$ cat config.mk
export PLATFORM = sky130hd
export DESIGN_NAME = instruction_fetch_unit_flat
export DESIGN_NICKNAME = d
export VERILOG_FILES = /design/src/rtl/instruction_fetch_unit_pkg.sv /design/src/rtl/instruction_fetch_unit_if.sv /design/src/rtl/instruction_fetch_unit_fifo.sv /design/src/rtl/instruction_fetch_unit.sv /design/src/flat_wrapper.sv
export SDC_FILE = /design/constraint.sdc
export NUM_CORES = 1
export LEC_CHECK = 0
export CAP_MARGIN = 20
export CORE_MARGIN = 5
export CORE_UTILIZATION = 40
export CTS_BUF_LIST = sky130_fd_sc_hd__clkbuf_16
export CTS_CLUSTER_DIAMETER = 40
export DETAILED_ROUTE_END_ITERATION = 12
export HOLD_SLACK_MARGIN = 0.08
export PLACE_DENSITY = 0.72
export REMOVE_ABC_BUFFERS = 1
export SLEW_MARGIN = 5
export SYNTH_ARGS = -nofsm -noshare
export SYNTH_HDL_FRONTEND = slang
export SYNTH_SLANG_ARGS = --single-unit
$ cat constraint.sdc
create_clock -name clk_in -period 17.9 [get_ports clk_in]
set_input_delay 3.58 -clock clk_in [delete_from_list [all_inputs] [get_ports clk_in]]
set_output_delay 3.58 -clock clk_in [all_outputs]
set_load 0.05 [all_outputs]
$ cat src/rtl/instruction_fetch_unit_pkg.sv
// Shared types for the instruction fetch front end.
// Bubble encoding, fetch state and prefetch entry layout.
package fetch_pkg;

  localparam logic [31:0] NOP_INSTR = 32'h0000_0013;

  typedef enum logic {
    RUN,
    DRAIN
  } state_e;

  typedef struct packed {
    logic [63:0] pc;
    logic [31:0] instr;
  } fifo_entry_t;

endpackage

$ cat src/rtl/instruction_fetch_unit_if.sv
// Instruction memory request/response channel.
// master = fetch unit, slave = memory.
interface instruction_fetch_unit_if;

  logic        imem_req_valid_out;
  logic        imem_req_ready_in;
  logic [63:0] imem_addr_out;
  logic        imem_rsp_valid_in;
  logic [31:0] imem_rsp_data_in;

  modport master (
    output imem_req_valid_out,
    output imem_addr_out,
    input  imem_req_ready_in,
    input  imem_rsp_valid_in,
    input  imem_rsp_data_in
  );

  modport slave (
    input  imem_req_valid_out,
    input  imem_addr_out,
    output imem_req_ready_in,
    output imem_rsp_valid_in,
    output imem_rsp_data_in
  );

endinterface

$ cat src/rtl/instruction_fetch_unit_fifo.sv
// Prefetch FIFO: push/pop/clear with occupancy count.
// Storage is not reset; pointers and count are.
module fetch_fifo
  import fetch_pkg::*;
#(
  parameter int DEPTH = 4,
  localparam int AW = $clog2(DEPTH),
  localparam int CW = AW + 1
) (
  input  logic        clk_in,
  input  logic        rst_in,
  input  logic        push,
  input  logic        pop,
  input  logic        clear,
  input  fifo_entry_t din,
  output fifo_entry_t dout,
  output logic [CW-1:0] count,
  output logic        full,
  output logic        empty
);

  fifo_entry_t mem_q [DEPTH];
  logic [AW-1:0] wr_ptr;
  logic [AW-1:0] rd_ptr;

  assign dout  = mem_q[rd_ptr];
  assign full  = (count == CW'(DEPTH));
  assign empty = (count == '0);

  always_ff @(posedge clk_in) begin
    if (push && !clear) begin
      mem_q[wr_ptr] <= din;
    end
  end

  always_ff @(posedge clk_in or posedge rst_in) begin
    if (rst_in) begin
      wr_ptr <= '0;
      rd_ptr <= '0;
      count  <= '0;
    end else if (clear) begin
      wr_ptr <= '0;
      rd_ptr <= '0;
      count  <= '0;
    end else begin
      if (push) wr_ptr <= wr_ptr + 1'b1;
      if (pop)  rd_ptr <= rd_ptr + 1'b1;
      count <= count + CW'(push) - CW'(pop);
    end
  end

endmodule

$ cat src/rtl/instruction_fetch_unit.sv
// Fetch front end: in-order imem requests, prefetch buffer,
// redirect (branch/irq/mret) with stale-response drain.
module instruction_fetch_unit
  import fetch_pkg::*;
#(
  parameter logic [63:0] RESET_PC   = 64'h0,
  parameter int          FIFO_DEPTH = 4,
  parameter logic [31:0] NOP_INSTR  = fetch_pkg::NOP_INSTR
) (
  input  logic        clk_in,
  input  logic        rst_in,
  input  logic        stall_signal_in,
  input  logic        redirect_signal_in,
  input  logic [63:0] redirect_pc_in,
  input  logic        interrupt_signal_in,
  input  logic [63:0] mtvec_in,
  input  logic        return_interrupt_signal_in,
  input  logic [63:0] csr_mepc_in,
  instruction_fetch_unit_if.master imem,
  output logic [31:0] instr_out,
  output logic [63:0] pc_out,
  output logic        flush_signal_out
);

  localparam int CW = $clog2(FIFO_DEPTH) + 1;

  state_e      state;
  logic        irq_q;
  logic [63:0] fetch_pc;
  logic [63:0] resp_pc;
  logic [CW-1:0] outstanding;
  logic [CW-1:0] out_next;

  logic        irq_rise;
  logic        redir;
  logic [63:0] target;
  logic [CW:0] inflight;
  logic        req_valid;
  logic        accept;
  logic        rsp_dec;

  logic        f_push;
  logic        f_pop;
  logic        f_full;
  logic        f_empty;
  logic [CW-1:0] f_count;
  fifo_entry_t f_din;
  fifo_entry_t f_dout;

  always_comb begin
    irq_rise = interrupt_signal_in & ~irq_q;
    redir    = irq_rise
             | return_interrupt_signal_in
             | redirect_signal_in;
    if (irq_rise) begin
      target = mtvec_in;
    end else if (return_interrupt_signal_in) begin
      target = csr_mepc_in;
    end else begin
      target = redirect_pc_in;
    end
    target = target & ~64'h3;
  end

  // fifo + outstanding is the credit bound: no overflow
  assign inflight = {1'b0, f_count} + {1'b0, outstanding};
  assign req_valid = !rst_in && state == RUN && !redir
                   && !f_full
                   && inflight < (CW+1)'(FIFO_DEPTH);
  assign accept  = req_valid & imem.imem_req_ready_in;
  assign rsp_dec = imem.imem_rsp_valid_in
                 && outstanding != '0;
  assign out_next = outstanding + CW'(accept) - CW'(rsp_dec);

  assign imem.imem_req_valid_out = req_valid;
  assign imem.imem_addr_out      = fetch_pc;

  assign f_push = state == RUN && !redir
                && imem.imem_rsp_valid_in;
  assign f_pop  = !redir && !stall_signal_in && !f_empty;
  assign f_din  = '{pc: resp_pc, instr: imem.imem_rsp_data_in};

  fetch_fifo #(
    .DEPTH (FIFO_DEPTH)
  ) u_fifo (
    .clk_in (clk_in),
    .rst_in (rst_in),
    .push   (f_push),
    .pop    (f_pop),
    .clear  (redir),
    .din    (f_din),
    .dout   (f_dout),
    .count  (f_count),
    .full   (f_full),
    .empty  (f_empty)
  );

  always_ff @(posedge clk_in or posedge rst_in) begin
    if (rst_in) begin
      state            <= RUN;
      irq_q            <= 1'b0;
      fetch_pc         <= RESET_PC;
      resp_pc          <= RESET_PC;
      outstanding      <= '0;
      instr_out        <= NOP_INSTR;
      pc_out           <= 64'h0;
      flush_signal_out <= 1'b0;
    end else begin
      irq_q       <= interrupt_signal_in;
      outstanding <= out_next;
      if (redir) begin
        fetch_pc         <= target;
        resp_pc          <= target;
        instr_out        <= NOP_INSTR;
        flush_signal_out <= 1'b1;
        // a redirect in DRAIN keeps draining
        if (out_next != '0 || state == DRAIN) begin
          state <= DRAIN;
        end
      end else begin
        flush_signal_out <= 1'b0;
        if (accept) fetch_pc <= fetch_pc + 64'd4;
        if (f_push) resp_pc  <= resp_pc + 64'd4;
        if (!stall_signal_in) begin
          if (!f_empty) begin
            instr_out <= f_dout.instr;
            pc_out    <= f_dout.pc;
          end else begin
            instr_out <= NOP_INSTR;
          end
        end
        if (state == DRAIN && out_next == '0) begin
          state <= RUN;
        end
      end
    end
  end

endmodule

$ cat src/flat_wrapper.sv
// flat-port wrapper written by rule: the top's interface ports become plain ports
module instruction_fetch_unit_flat import fetch_pkg::*;
#(
  parameter logic [63:0] RESET_PC   = 64'h0,
  parameter int          FIFO_DEPTH = 4,
  parameter logic [31:0] NOP_INSTR  = fetch_pkg::NOP_INSTR
)
  (clk_in, rst_in, stall_signal_in, redirect_signal_in, redirect_pc_in, interrupt_signal_in, mtvec_in, return_interrupt_signal_in, csr_mepc_in, instr_out, pc_out, flush_signal_out, imem_imem_req_valid_out, imem_imem_addr_out, imem_imem_req_ready_in, imem_imem_rsp_valid_in, imem_imem_rsp_data_in);
  instruction_fetch_unit_if imem_i ();
  input  logic clk_in;
  input  logic rst_in;
  input  logic stall_signal_in;
  input  logic redirect_signal_in;
  input  logic [63:0] redirect_pc_in;
  input  logic interrupt_signal_in;
  input  logic [63:0] mtvec_in;
  input  logic return_interrupt_signal_in;
  input  logic [63:0] csr_mepc_in;
  output logic [31:0] instr_out;
  output logic [63:0] pc_out;
  output logic flush_signal_out;
  output wire logic [$bits(imem_i.imem_req_valid_out)-1:0] imem_imem_req_valid_out;
  output wire logic [$bits(imem_i.imem_addr_out)-1:0] imem_imem_addr_out;
  input wire logic [$bits(imem_i.imem_req_ready_in)-1:0] imem_imem_req_ready_in;
  input wire logic [$bits(imem_i.imem_rsp_valid_in)-1:0] imem_imem_rsp_valid_in;
  input wire logic [$bits(imem_i.imem_rsp_data_in)-1:0] imem_imem_rsp_data_in;
  assign imem_imem_req_valid_out = imem_i.imem_req_valid_out;
  assign imem_imem_addr_out = imem_i.imem_addr_out;
  assign imem_i.imem_req_ready_in = imem_imem_req_ready_in;
  assign imem_i.imem_rsp_valid_in = imem_imem_rsp_valid_in;
  assign imem_i.imem_rsp_data_in = imem_imem_rsp_data_in;
  instruction_fetch_unit #(.RESET_PC(RESET_PC), .FIFO_DEPTH(FIFO_DEPTH), .NOP_INSTR(NOP_INSTR)) u_core (.clk_in(clk_in), .rst_in(rst_in), .stall_signal_in(stall_signal_in), .redirect_signal_in(redirect_signal_in), .redirect_pc_in(redirect_pc_in), .interrupt_signal_in(interrupt_signal_in), .mtvec_in(mtvec_in), .return_interrupt_signal_in(return_interrupt_signal_in), .csr_mepc_in(csr_mepc_in), .imem(imem_i), .instr_out(instr_out), .pc_out(pc_out), .flush_signal_out(flush_signal_out));
endmodule
Yosys cells after proc, flatten, opt, wreduce, memory -nomap -nowiden --
Memory sizes are Yosys's and may differ from the RTL's. Index checks and enable logic that the tools add are counted.
Word-level totals: output and inout port bits 162, word-level logic and storage cells 81, memories kept 1, bits of input ports 232, register bits 237, bits in writable memories 384
Memory list:
- u_core.u_fifo.mem_q | depth 4, bits a word 96, rd ports 1, clocked after memory_dff 0, write ports 1, line instruction_fetch_unit_fifo.sv:22 | fifo_entry_t mem_q [DEPTH];
Operators by class: bitwise operators 9, reductions and logical operators 27, order comparisons 1, multiplexer cells 20, equality and inequality tests 3, $add $sub $neg 9
Operators with widths (number):
- two-way mux 64 bit | 6
- adder 64 x 3 -> 64 bit (second input constant) | 2
- two-way mux 32 bit | 3
- logical AND 1 bit | 11
- two-way mux 2 bit | 4
- nonzero test 2 bit | 4
- adder 3 x 1 -> 3 bit | 2
- logical NOT 3 bit | 2
- two-way mux 1 bit | 6
- nonzero test 3 bit | 2
- subtractor 3 x 1 -> 3 bit | 2
- logical NOT 1 bit | 5
- inverter 1 bit | 5
- adder 2 x 1 -> 2 bit (second input constant) | 2
- adder 3 x 3 -> 4 bit | 1
- less-than comparator 4 x 3 -> 1 bit (second input constant) | 1
- equality test 3 bit (second input constant) | 1
- two-way mux 3 bit | 1
- AND reduction 3 bit | 1
- bitwise AND 1 bit | 2
- inequality test 2 x 1 -> 1 bit (second input constant) | 1
- inequality test 2 bit (second input constant) | 1
- bitwise OR 1 bit | 2
- AND reduction 2 bit | 1
- logical OR 1 bit | 1

Depth between registers and ports, before layout --
Gate-level depths: netlist (run 1).
word-level depth 15, depth in mapped cells 14, mapped depth without buffers 12

Hierarchy --
From an unflattened synthesis (run 1), not the netlist that was laid out.
Second synthesis, totals: cells, all modules 2098, area total of the unflattened synthesis 27097.2 um^2
By module, submodules not included:
- fetch_fifo | seq. area each 11706.2 um^2, area an instance 14278.7 um^2, cells each 542, instances 1
- instruction_fetch_unit | seq. area each 5659.2 um^2, area an instance 12818.5 um^2, cells each 1556, instances 1

Worst setup path after synthesis (run 1) --
OpenSTA, ideal clock, no wires.
path type in2out, start point input redirect_signal_in, end point output imem_imem_req_valid_out, required time 14.320 ns, setup slack 9.128 ns, stages 5, arrival time 5.192 ns, path buffers 3, cell sequence clkbuf_1 > nor3_1 > clkbuf_1 > buf_1 > and2_1
On the way: cells in the longest elaborated chain, start to end 5
RTL lines:
- start, declared | line flat_wrapper.sv:13 | input logic redirect_signal_in;
- bitwise OR 1 bit | line instruction_fetch_unit.sv:54 | | redirect_signal_in;
- logical NOT 1 bit | line instruction_fetch_unit.sv:67 | assign req_valid = !rst_in && state == RUN && !redir
- logical AND 1 bit | line instruction_fetch_unit.sv:67
- logical AND 1 bit | line instruction_fetch_unit.sv:68 | && !f_full
- logical AND 1 bit | line instruction_fetch_unit.sv:69 | && inflight < (CW+1)'(FIFO_DEPTH);
- end, declared | line flat_wrapper.sv:22 | output wire logic [$bits(imem_i.imem_req_valid_out)-1:0] imem_imem_req_valid_out;
Every way passes these cells.

Worst setup path after layout (run 1) --
start point input rst_in, end point output imem_imem_req_valid_out
On the way: cells in the longest elaborated chain, start to end 5
RTL lines:
- start, declared | line flat_wrapper.sv:11 | input logic rst_in;
- logical NOT 1 bit | line instruction_fetch_unit.sv:67
- logical AND 1 bit (2 in a row) | line instruction_fetch_unit.sv:67
- logical AND 1 bit | line instruction_fetch_unit.sv:68
- logical AND 1 bit | line instruction_fetch_unit.sv:69
Every way passes these cells.

==> impl_metrics.py, run 1 <==
metrics = {
    "timing": {
        "skew_ns": 0.0235,
        "fmax_mhz": 109,
        "post-route-min-period_ns": 9.19,
        "period_share_pct": 51.3,
        "worst_pin_slew_ns": 1.18,
        "maxSlewViolCount": 0,
        "fin_tns_setup_ns": 0,
        "max_slew_margin_pct": 20.6,
        "finalHoldViolCount": 0,
        "rsz0062_at_grt": "no",
        "hold_slack_ns": 0.472,
        "setup_violations": 0,
    },
    "synthesis": {
        "yosys_warnings": 0,
        "ys_seq_area_share_pct": 63.8,
        "postSynthAreaPerCell_um2": 12.7,
        "synth_edf_count": 376,
        "synth_top_flop_cell": "edfxtp_1",
        "synth_top_area_share_pct": 42.2,
        "ys_top_cells_by_area": "edfxtp_1, dfrtp_1, mux4_2, nand2_1, a21oi_1",
        "synthCells": 2116,
        "netlist.top_cell.by_area": "edfxtp_1",
        "ys_ff_latch": 607,
        "synthDistinctLibCells": 73,
        "syn_area_mm2": 0.0268,
        "ys_async_sr_fraction_pct": 38.1,
        "synth_common_cells": "edfxtp_1, nand2_1, dfrtp_1, a21oi_1, o21ai_0",
    },
    "critical_path": {
        "cp.required_ns": 14.32,
        "endpoint": "imem_imem_req_valid_out",
        "timing.critical_path.depth": 5,
        "crit_family": "buffers and inverters",
        "cp.arrival_ns": 5.61,
        "r2r-start": "u_core.irq_q",
        "slowest_delay_ns": 0.82,
        "path_class": "in2out",
        "r2r_cells": 6,
        "crit_path_cell_trace": "clkdlybuf4s50_1 -> nor2_1 -> and4_1 -> and2_1 -> clkdlybuf4s50_1",
        "reg2reg_to": "u_core.u_fifo.mem_q[3][44]",
        "cp_max_fo": 6,
        "worstSetupStartpoint": "rst_in",
        "crit_path_frequent_cell": "clkdlybuf4s50_1",
        "cp_slowest_cell": "clkdlybuf4s50_1",
        "cp-start-kind": "input port",
        "crit_path_end_kind": "primary output",
        "ff2ff_setup_slack_ns": 14.13,
        "path_buf_inv": 2,
    },
    "die": {
        "initial_utilization_pct": 40.5,
        "die_w_um": 269,
        "die_area_mm2": 0.0722,
        "coreArea_mm2": 0.0661,
        "die_y_um": 269,
        "design.portCount": 394,
        "core.rowCount": 94,
    },
    "min_path": {
        "min_from": "u_core.pc_out[22]",
        "hold_path_class": "reg2reg",
    },
    "pwr": {
        "p_leak_nw": 12.4,
        "power.density_mw_per_mm2": 108,
        "power_mw": 3.72,
        "peakVddDrop_mv": 0.0691,
    },
    "routing": {
        "drt-total-wl_um": 83300,
        "first_pass_iters": 6,
        "wl_met2_um": 39900,
        "vias": 19879,
        "vias_per_cell": 5.80,
        "highest_layer": "met4",
        "wl_met1_um": 33600,
        "route.met3.wl_um": 7140,
        "first_iter_violations": 2160,
        "drc": 0,
        "ant_nets": 0,
        "wl_per_cell_um": 24.3,
    },
    "clock_tree": {
        "cts.sinks": 607,
        "cts_tree": "done",
        "root_buffer": "clkbuf_16",
        "htree_levels": 3,
        "cts_setup_buffers": 0,
        "clkTransAtPathRegs_ns": 0.05,
        "postCtsResizedCells": 0,
        "cts_made_buffers": 84,
        "clock_latency_ns": 0.63,
        "holdBufCountCts": 0,
        "clk_path_buf_depth": 3,
    },
    "layout": {
        "nFillCells": 5483,
        "drive_above_1_share_pct": 12.1,
        "nNetsFinal": 2741,
        "finalNonFillerCells": 3430,
        "antenna_cells": 0,
        "fin_util_pct": 52.1,
        "syn2layout_area_growth_pct": 28.5,
    },
    "global_routing": {
        "grt_pass1_vias": 20026,
        "grt_max_degree": 104,
        "grt_pass1_wl_um": 124000,
        "antenna_found_initial": 0,
        "overflow": 0,
        "grt.total_usage_pct": 22.7,
    },
    "placement": {
        "place.gp.congestion": 0.902,
        "numPlacedInstances": 3271,
        "port_buffers": 383,
        "dpl.hpwl_um": 55900,
    },
    "run_status": {
        "status": "finished clean",
    },
    "flow_run": {
        "drv_cap": 0,
    },
}
==> kinds of logic after synthesis <==
group	after synthesis	synth area share [%]
and+or+nand+nor	743	13.1
DFF	607	63.8
AOI/OAI and AO/OA	450	10.6
buffers and inverters	162	2.36
muxes	98	8.06
xor gates and xnor gates	40	1.31
adders and majority gates	15	0.748
other	1	0.0140
==> worst reg2reg max path: stages (launching register included) <==
cell	delay, ns
dfrtp_1	0.39
nor2b_4	0.06
nor3_2	0.13
buf_4	0.51
buf_4	0.62
and3_4	0.65
buf_4	0.94
==> worst min-delay path by stage <==
stage | to | slack [ns] | depth (start not counted)
after floorplan | u_core.u_fifo.mem_q[0][91] | 0.48 | 0
after global placement | u_core.pc_out[48] | 0.46 | 2
after detailed placement | u_core.pc_out[53] | 0.46 | 2
after CTS | u_core.pc_out[54] | 0.48 | 2
after global routing | u_core.pc_out[54] | 0.49 | 2
final | u_core.pc_out[22] | 0.47 | 2
==> layer usage <==
metal / vias up / global-route usage (%)
met5: - / 0
met4: 0 / 7.63
met3: 141 / 4.89
met2: 999 / 36.8
met1: 9934 / 30.7
li1: 8805 / -
==> final cells by class <==
| class | count | area (um^2) | area share [%] |
|---|---|---|---|
| clock buffers | 85 | 2130 | 6.18 |
| clock inverters | 72 | 741 | 2.15 |
| inverters | 38 | 151 | 0.440 |
| multi-input cells | 1350 | 9130 | 26.5 |
| flip-flops and latches | 607 | 17100 | 49.6 |
| well taps | 864 | 1080 | 3.14 |
| repair buffers | 414 | 4100 | 11.9 |
==> stage by stage <==
stage          area (um^2)  setup WS [ns]
6_report             34400           8.71
5_1_grt              34400           8.60
4_1_cts              34400           8.71
3_5_place_dp         31500           8.72
3_3_place_gp         31500           8.70
2_1_floorplan        26300           3.44
==> registers in the layout (all words and copies together) (netlist names) <==
| name | cells |
|---|---|
| u_core.flush_signal_out | 1 |
| u_core.imem.imem_addr_out | 62 |
| u_core.instr_out | 32 |
| u_core.irq_q | 1 |
| u_core.outstanding | 3 |
| u_core.pc_out | 62 |
| u_core.resp_pc | 62 |
| u_core.state | 1 |
| u_core.u_fifo.count | 3 |
| u_core.u_fifo.mem_q | 376 |
| u_core.u_fifo.rd_ptr | 2 |
| u_core.u_fifo.wr_ptr | 2 |
==> placed cells by master (no fill, tap or decap), types with 29 or more instances in the layout <==
master	instances
clkdlybuf4s50_1	381
edfxtp_1	376
nand2_1	375
dfrtp_1	226
a21oi_1	148
o21ai_0	105
mux4_2	94
nor2_1	93
clkbuf_16	85
nand3_1	71
inv_1	41
nand4_1	37
o211ai_1	35
buf_4	30
a22o_1	29
==> power by group <==
group          leakage, nW  internal [mW]  switching (mW)  total [mW]
combinational         4.61          0.151           0.250       0.401
clock                 1.40          0.995           0.674        1.67
sequential            6.38           1.56          0.0928        1.65
total                 12.4           2.70            1.02        3.72
Note: power is estimated with default switching activity, not from simulation.
==> inputs of run 2 (changes only) <==
--- a/config.mk
+++ b/config.mk
@@ -12,7 +12,7 @@
 export CTS_CLUSTER_DIAMETER = 40
 export DETAILED_ROUTE_END_ITERATION = 12
 export HOLD_SLACK_MARGIN = 0.08
-export PLACE_DENSITY = 0.72
+export PLACE_DENSITY = 0.74
 export REMOVE_ABC_BUFFERS = 1
 export SLEW_MARGIN = 5
 export SYNTH_ARGS = -nofsm -noshare
==> constraint.sdc (replaced) <==
create_clock -name clk_in -period 7.8 [get_ports clk_in]
set_input_delay 1.56 -clock clk_in [delete_from_list [all_inputs] [get_ports clk_in]]
set_output_delay 1.56 -clock clk_in [all_outputs]
set_load 0.05 [all_outputs]
==> impl_metrics.py, run 2 (synthesis results as in run 1) <==
metrics = {
    "routing": {
        "drc": 0,
        "drt-total-wl_um": 82700,
        "vias": 20048,
        "first_iter_violations": 1915,
        "vias_per_cell": 5.83,
        "first_pass_iters": 6,
        "ant_nets": 0,
        "wl_per_cell_um": 24.0,
    },
    "pwr": {
        "power.density_mw_per_mm2": 251,
        "p_switching_mw": 2.35,
        "swShare_pct": 27.2,
        "internal-power_mw": 6.30,
        "p_clk_share_pct": 45.6,
        "p_leak_nw": 12.5,
        "combPwrFrac_pct": 10.6,
        "peakVddDrop_mv": 0.175,
        "pwr-share-seq_pct": 43.8,
    },
    "clock_tree": {
        "holdBufCountCts": 0,
        "root_buffer": "clkbuf_16",
        "cts_setup_buffers": 0,
        "cts.sinks": 607,
        "cts_tree": "done",
        "clkTransAtPathRegs_ns": 0.05,
        "htree_levels": 3,
        "clk_path_buf_depth": 3,
        "clock_latency_ns": 0.63,
        "postCtsResizedCells": 0,
        "cts_made_buffers": 88,
    },
    "critical_path": {
        "r2r-start": "u_core.u_fifo.count[1]",
        "crit_path_end_kind": "primary output",
        "cp.arrival_ns": 3.84,
        "ff2ff_setup_slack_ns": 4.42,
        "r2r_cells": 11,
        "cp.required_ns": 6.24,
        "reg2reg_to": "u_core.state",
        "cp-start-kind": "input port",
        "path_class": "in2out",
        "cp_max_fo": 95,
    },
    "layout": {
        "largest_reg_flops": 376,
        "layout_commonest_cell": "clkdlybuf4s50_1",
        "antenna_cells": 0,
        "fin_area_mm2": 0.0345,
        "nNetsFinal": 2747,
        "drive_above_1_share_pct": 12.3,
        "finalNonFillerCells": 3440,
        "mostFrequentLayoutCells": "clkdlybuf4s50_1, edfxtp_1, nand2_1, dfrtp_1, a21oi_1",
        "nFillCells": 5474,
        "syn2layout_area_growth_pct": 28.9,
        "max_flop_register": "u_core.u_fifo.mem_q",
    },
    "placement": {
        "dpl_cell_area_mm2": 0.0315,
        "dp_slack_ns": 2.40,
        "dpl.hpwl_um": 55200,
        "numPlacedInstances": 3274,
        "port_buffers": 383,
        "place.gp.congestion": 0.910,
    },
    "timing": {
        "setup_violations": 0,
        "period_share_pct": 69.2,
        "worst_pin_slew_ns": 1.28,
        "layout_setup_ws_ns": 2.40,
        "max_slew_margin_pct": 13.6,
        "skew_ns": 0.0279,
        "fmax_mhz": 185,
        "maxSlewViolCount": 0,
        "post-route-min-period_ns": 5.40,
        "finalHoldViolCount": 0,
        "rsz0062_at_grt": "no",
    },
    "die": {
        "core.rowCount": 94,
        "initial_utilization_pct": 40.5,
        "coreArea_mm2": 0.0661,
        "die_w_um": 269,
        "design.portCount": 394,
        "die_y_um": 269,
        "die_area_mm2": 0.0722,
    },
    "min_path": {
        "hold_path_depth": 2,
        "min_from": "u_core.pc_out[18]",
        "hold_path_class": "reg2reg",
        "min_to": "u_core.pc_out[18]",
    },
    "flow_run": {
        "drv_cap": 0,
    },
    "run_status": {
        "status": "finished clean",
    },
    "global_routing": {
        "grt.total_usage_pct": 22.4,
        "grt_pass1_wl_um": 124000,
        "antenna_found_initial": 0,
        "overflow": 0,
        "grt_pass1_vias": 20320,
        "grt_max_degree": 114,
    },
}
run 2: layer usage:
| metal | wire length (um) | global-route usage, % | up-vias |
|---|---|---|---|
| li1 | - | - | 8813 |
| met1 | 32600 | 29.4 | 10028 |
| met2 | 39900 | 36.3 | 1035 |
| met3 | 7530 | 5.81 | 172 |
| met4 | 2710 | 8.22 | 0 |
| met5 | 0 | 0 | - |
run 2: power by group through the flow:
stage / Sequential [mW] / Combinational [mW] / Clock (mW)
5_1_grt: 3.80 / 0.983 / 4.16
6_report: 3.79 / 0.921 / 3.95
2_1_floorplan: 3.94 / 0.323 / 0
4_1_cts: 3.78 / 0.919 / 4.01
3_3_place_gp: 3.82 / 0.892 / 0
3_5_place_dp: 3.84 / 0.914 / 0
run 2: cell type report:
cell class              count  area, um^2  share of cell area [%]
inverters                  38         151                   0.439
repair buffers            416        4090                    11.9
flip-flops and latches    607       17100                    49.5
well taps                 864        1080                    3.13
clock inverters            77         782                    2.27
clock buffers              88        2200                    6.38
multi-input cells        1350        9130                    26.4
run 2: worst max path at each step:
stage,from,endpoint,slack (ns),cells past startpoint
floorplan,interrupt_signal_in,u_core.u_fifo.count[2],-4.64,12
global placement,interrupt_signal_in,imem_imem_req_valid_out,2.41,6
detailed placement,interrupt_signal_in,imem_imem_req_valid_out,2.40,6
CTS,interrupt_signal_in,imem_imem_req_valid_out,2.38,6
global route,interrupt_signal_in,imem_imem_req_valid_out,2.34,6
finish,interrupt_signal_in,imem_imem_req_valid_out,2.40,6
run 2: worst max-delay path, cell delays in order:
cell             delay [ns]
clkdlybuf4s50_1        0.49
nor2b_4                0.17
nor3_2                 0.17
buf_12                 0.41
and2_1                 0.20
clkdlybuf4s50_1        0.83
run 2: through the flow:
stage / total power [mW] / hold slack, ns / setup TNS, ns / utilization, %
floorplan: 4.26 / 0.482 / -1034.98 / -
detailed placement: 4.75 / 0.462 / 0 / 47.7
CTS: 8.70 / 0.476 / 0 / 52.2
global placement: 4.71 / 0.465 / 0 / 47.7
finish: 8.65 / 0.470 / 0 / 52.2
global route: 8.95 / 0.492 / 0 / 52.2
==> inputs of run 3 (changes only) <==
==> constraint.sdc (replaced) <==
create_clock -name clk_in -period 4.65 [get_ports clk_in]
set_input_delay 0.93 -clock clk_in [delete_from_list [all_inputs] [get_ports clk_in]]
set_output_delay 0.93 -clock clk_in [all_outputs]
set_load 0.05 [all_outputs]
==> impl_metrics.py, run 3 (synthesis results as in run 1) <==
metrics = {
    "run_status": {
        "status": "finished clean",
    },
    "critical_path": {
        "crit_path_end_kind": "primary output",
        "r2r-start": "u_core.imem.imem_addr_out[2]",
        "crit_family": "buffers and inverters",
        "ff2ff_setup_slack_ns": 1.59,
        "cp_slowest_cell": "clkdlybuf4s50_1",
        "cp.arrival_ns": 2.66,
        "slowest_delay_ns": 0.48,
        "cp_max_fo": 23,
        "cp-start-kind": "input port",
        "path_class": "in2out",
        "path_buf_inv": 4,
        "crit_path_frequent_cell": "buf_4",
        "crit_path_cell_trace": "clkdlybuf4s50_1 -> nor2b_4 -> nor3_2 -> buf_4 -> buf_4 -> and2_1 -> buf_12",
        "timing.critical_path.depth": 7,
        "cp.required_ns": 3.72,
        "r2r_cells": 7,
        "reg2reg_to": "u_core.imem.imem_addr_out[46]",
    },
    "layout": {
        "mostFrequentLayoutCells": "clkdlybuf4s50_1, edfxtp_1, nand2_1, dfrtp_1, a21oi_1",
        "layout_commonest_cell": "clkdlybuf4s50_1",
        "largest_reg_flops": 376,
        "fin_util_pct": 52.6,
        "finalNonFillerCells": 3462,
        "drive_above_1_share_pct": 13.0,
        "nNetsFinal": 2770,
        "syn2layout_area_growth_pct": 29.8,
        "max_flop_register": "u_core.u_fifo.mem_q",
        "fin_area_mm2": 0.0348,
    },
    "timing": {
        "hold_slack_ns": 0.472,
        "worst_pin_slew_ns": 1.04,
        "maxSlewViolCount": 0,
        "max_slew_margin_pct": 30.1,
        "rsz0062_at_grt": "no",
        "fmax_mhz": 279,
        "finalHoldViolCount": 0,
        "period_share_pct": 77.2,
        "setup_violations": 0,
        "layout_setup_ws_ns": 1.06,
        "fin_tns_setup_ns": 0,
        "skew_ns": 0.0247,
        "post-route-min-period_ns": 3.59,
    },
    "clock_tree": {
        "clock_latency_ns": 0.62,
        "htree_levels": 3,
        "clk_path_buf_depth": 3,
        "cts_made_buffers": 87,
        "cts.sinks": 607,
        "cts_setup_buffers": 0,
        "cts_tree": "done",
        "postCtsResizedCells": 0,
        "clkTransAtPathRegs_ns": 0.05,
        "holdBufCountCts": 0,
        "root_buffer": "clkbuf_16",
    },
    "die": {
        "design.portCount": 394,
        "die_w_um": 269,
        "core.rowCount": 94,
        "initial_utilization_pct": 40.5,
        "coreArea_mm2": 0.0661,
        "die_area_mm2": 0.0722,
        "die_y_um": 269,
    },
    "routing": {
        "drt-total-wl_um": 83600,
        "first_pass_iters": 6,
        "ant_nets": 0,
        "first_iter_violations": 1924,
        "vias_per_cell": 5.82,
        "drc": 0,
        "wl_per_cell_um": 24.1,
        "vias": 20146,
    },
    "min_path": {
        "hold_path_class": "reg2reg",
        "min_from": "u_core.pc_out[24]",
        "min_to": "u_core.pc_out[24]",
        "hold_path_depth": 2,
    },
    "global_routing": {
        "grt_max_degree": 126,
        "grt_pass1_wl_um": 126000,
        "grt.total_usage_pct": 22.8,
        "antenna_found_initial": 3,
        "grt_pass1_vias": 20340,
        "overflow": 0,
    },
    "placement": {
        "dpl.hpwl_um": 56800,
        "numPlacedInstances": 3299,
        "port_buffers": 383,
        "place.gp.congestion": 0.895,
        "dp_slack_ns": 0.738,
        "dpl_cell_area_mm2": 0.0318,
    },
    "flow_run": {
        "drv_cap": 0,
    },
    "pwr": {
        "peakVddDrop_mv": 0.243,
        "power_mw": 14.5,
        "p_leak_nw": 12.6,
        "power.density_mw_per_mm2": 417,
    },
}
==> run 3: area by class of cell <==
cell class,count,area (um^2)
multi-input combinational,1350,9130
timing repair buffer,440,4380
fill,5526,31300
clock inverter,72,687
antenna,1,2.50
tap,864,1080
sequential,607,17100
inverter,38,151
clock buffer,90,2250
==> run 3: metal layers <==
layer  routed length, um  up-vias  part of all wire [%]  track usage [%]
met4                2580        2                   3.1             7.74
met1               33100    10109                    40             29.9
met3                7190      141                   8.6             5.47
met2               40700     1028                    49             37.6
met5                  19        -                 0.023                0
li1                    -     8866                     -                -
==> run 3: report_power, final <==
| group | switching, mW | internal [mW] | total (mW) |
|---|---|---|---|
| Clock | 2.51 | 4.06 | 6.58 |
| Combinational | 0.956 | 0.597 | 1.55 |
| Sequential | 0.360 | 5.99 | 6.35 |
| Total | 3.83 | 10.7 | 14.5 |
==> run 3: worst max-delay path by stage <==
stage / start / to / slack (ns)
floorplan: interrupt_signal_in / u_core.u_fifo.count[2] / -7.16
global placement: interrupt_signal_in / u_core.state / 0.72
global route: interrupt_signal_in / imem_imem_req_valid_out / 0.97
detailed placement: interrupt_signal_in / u_core.state / 0.74
CTS: interrupt_signal_in / imem_imem_req_valid_out / 1.07
finish: interrupt_signal_in / imem_imem_req_valid_out / 1.06
==> run 3: worst register-to-register path, cell delays in order, from the launching register on <==
cell     delay (ns)
dfrtp_1        0.50
ha_1           0.26
nand3_1        0.25
or3_1          0.47
nor3_1         0.79
nand4_1        0.27
xor2_1         0.26
o21ai_0        0.11
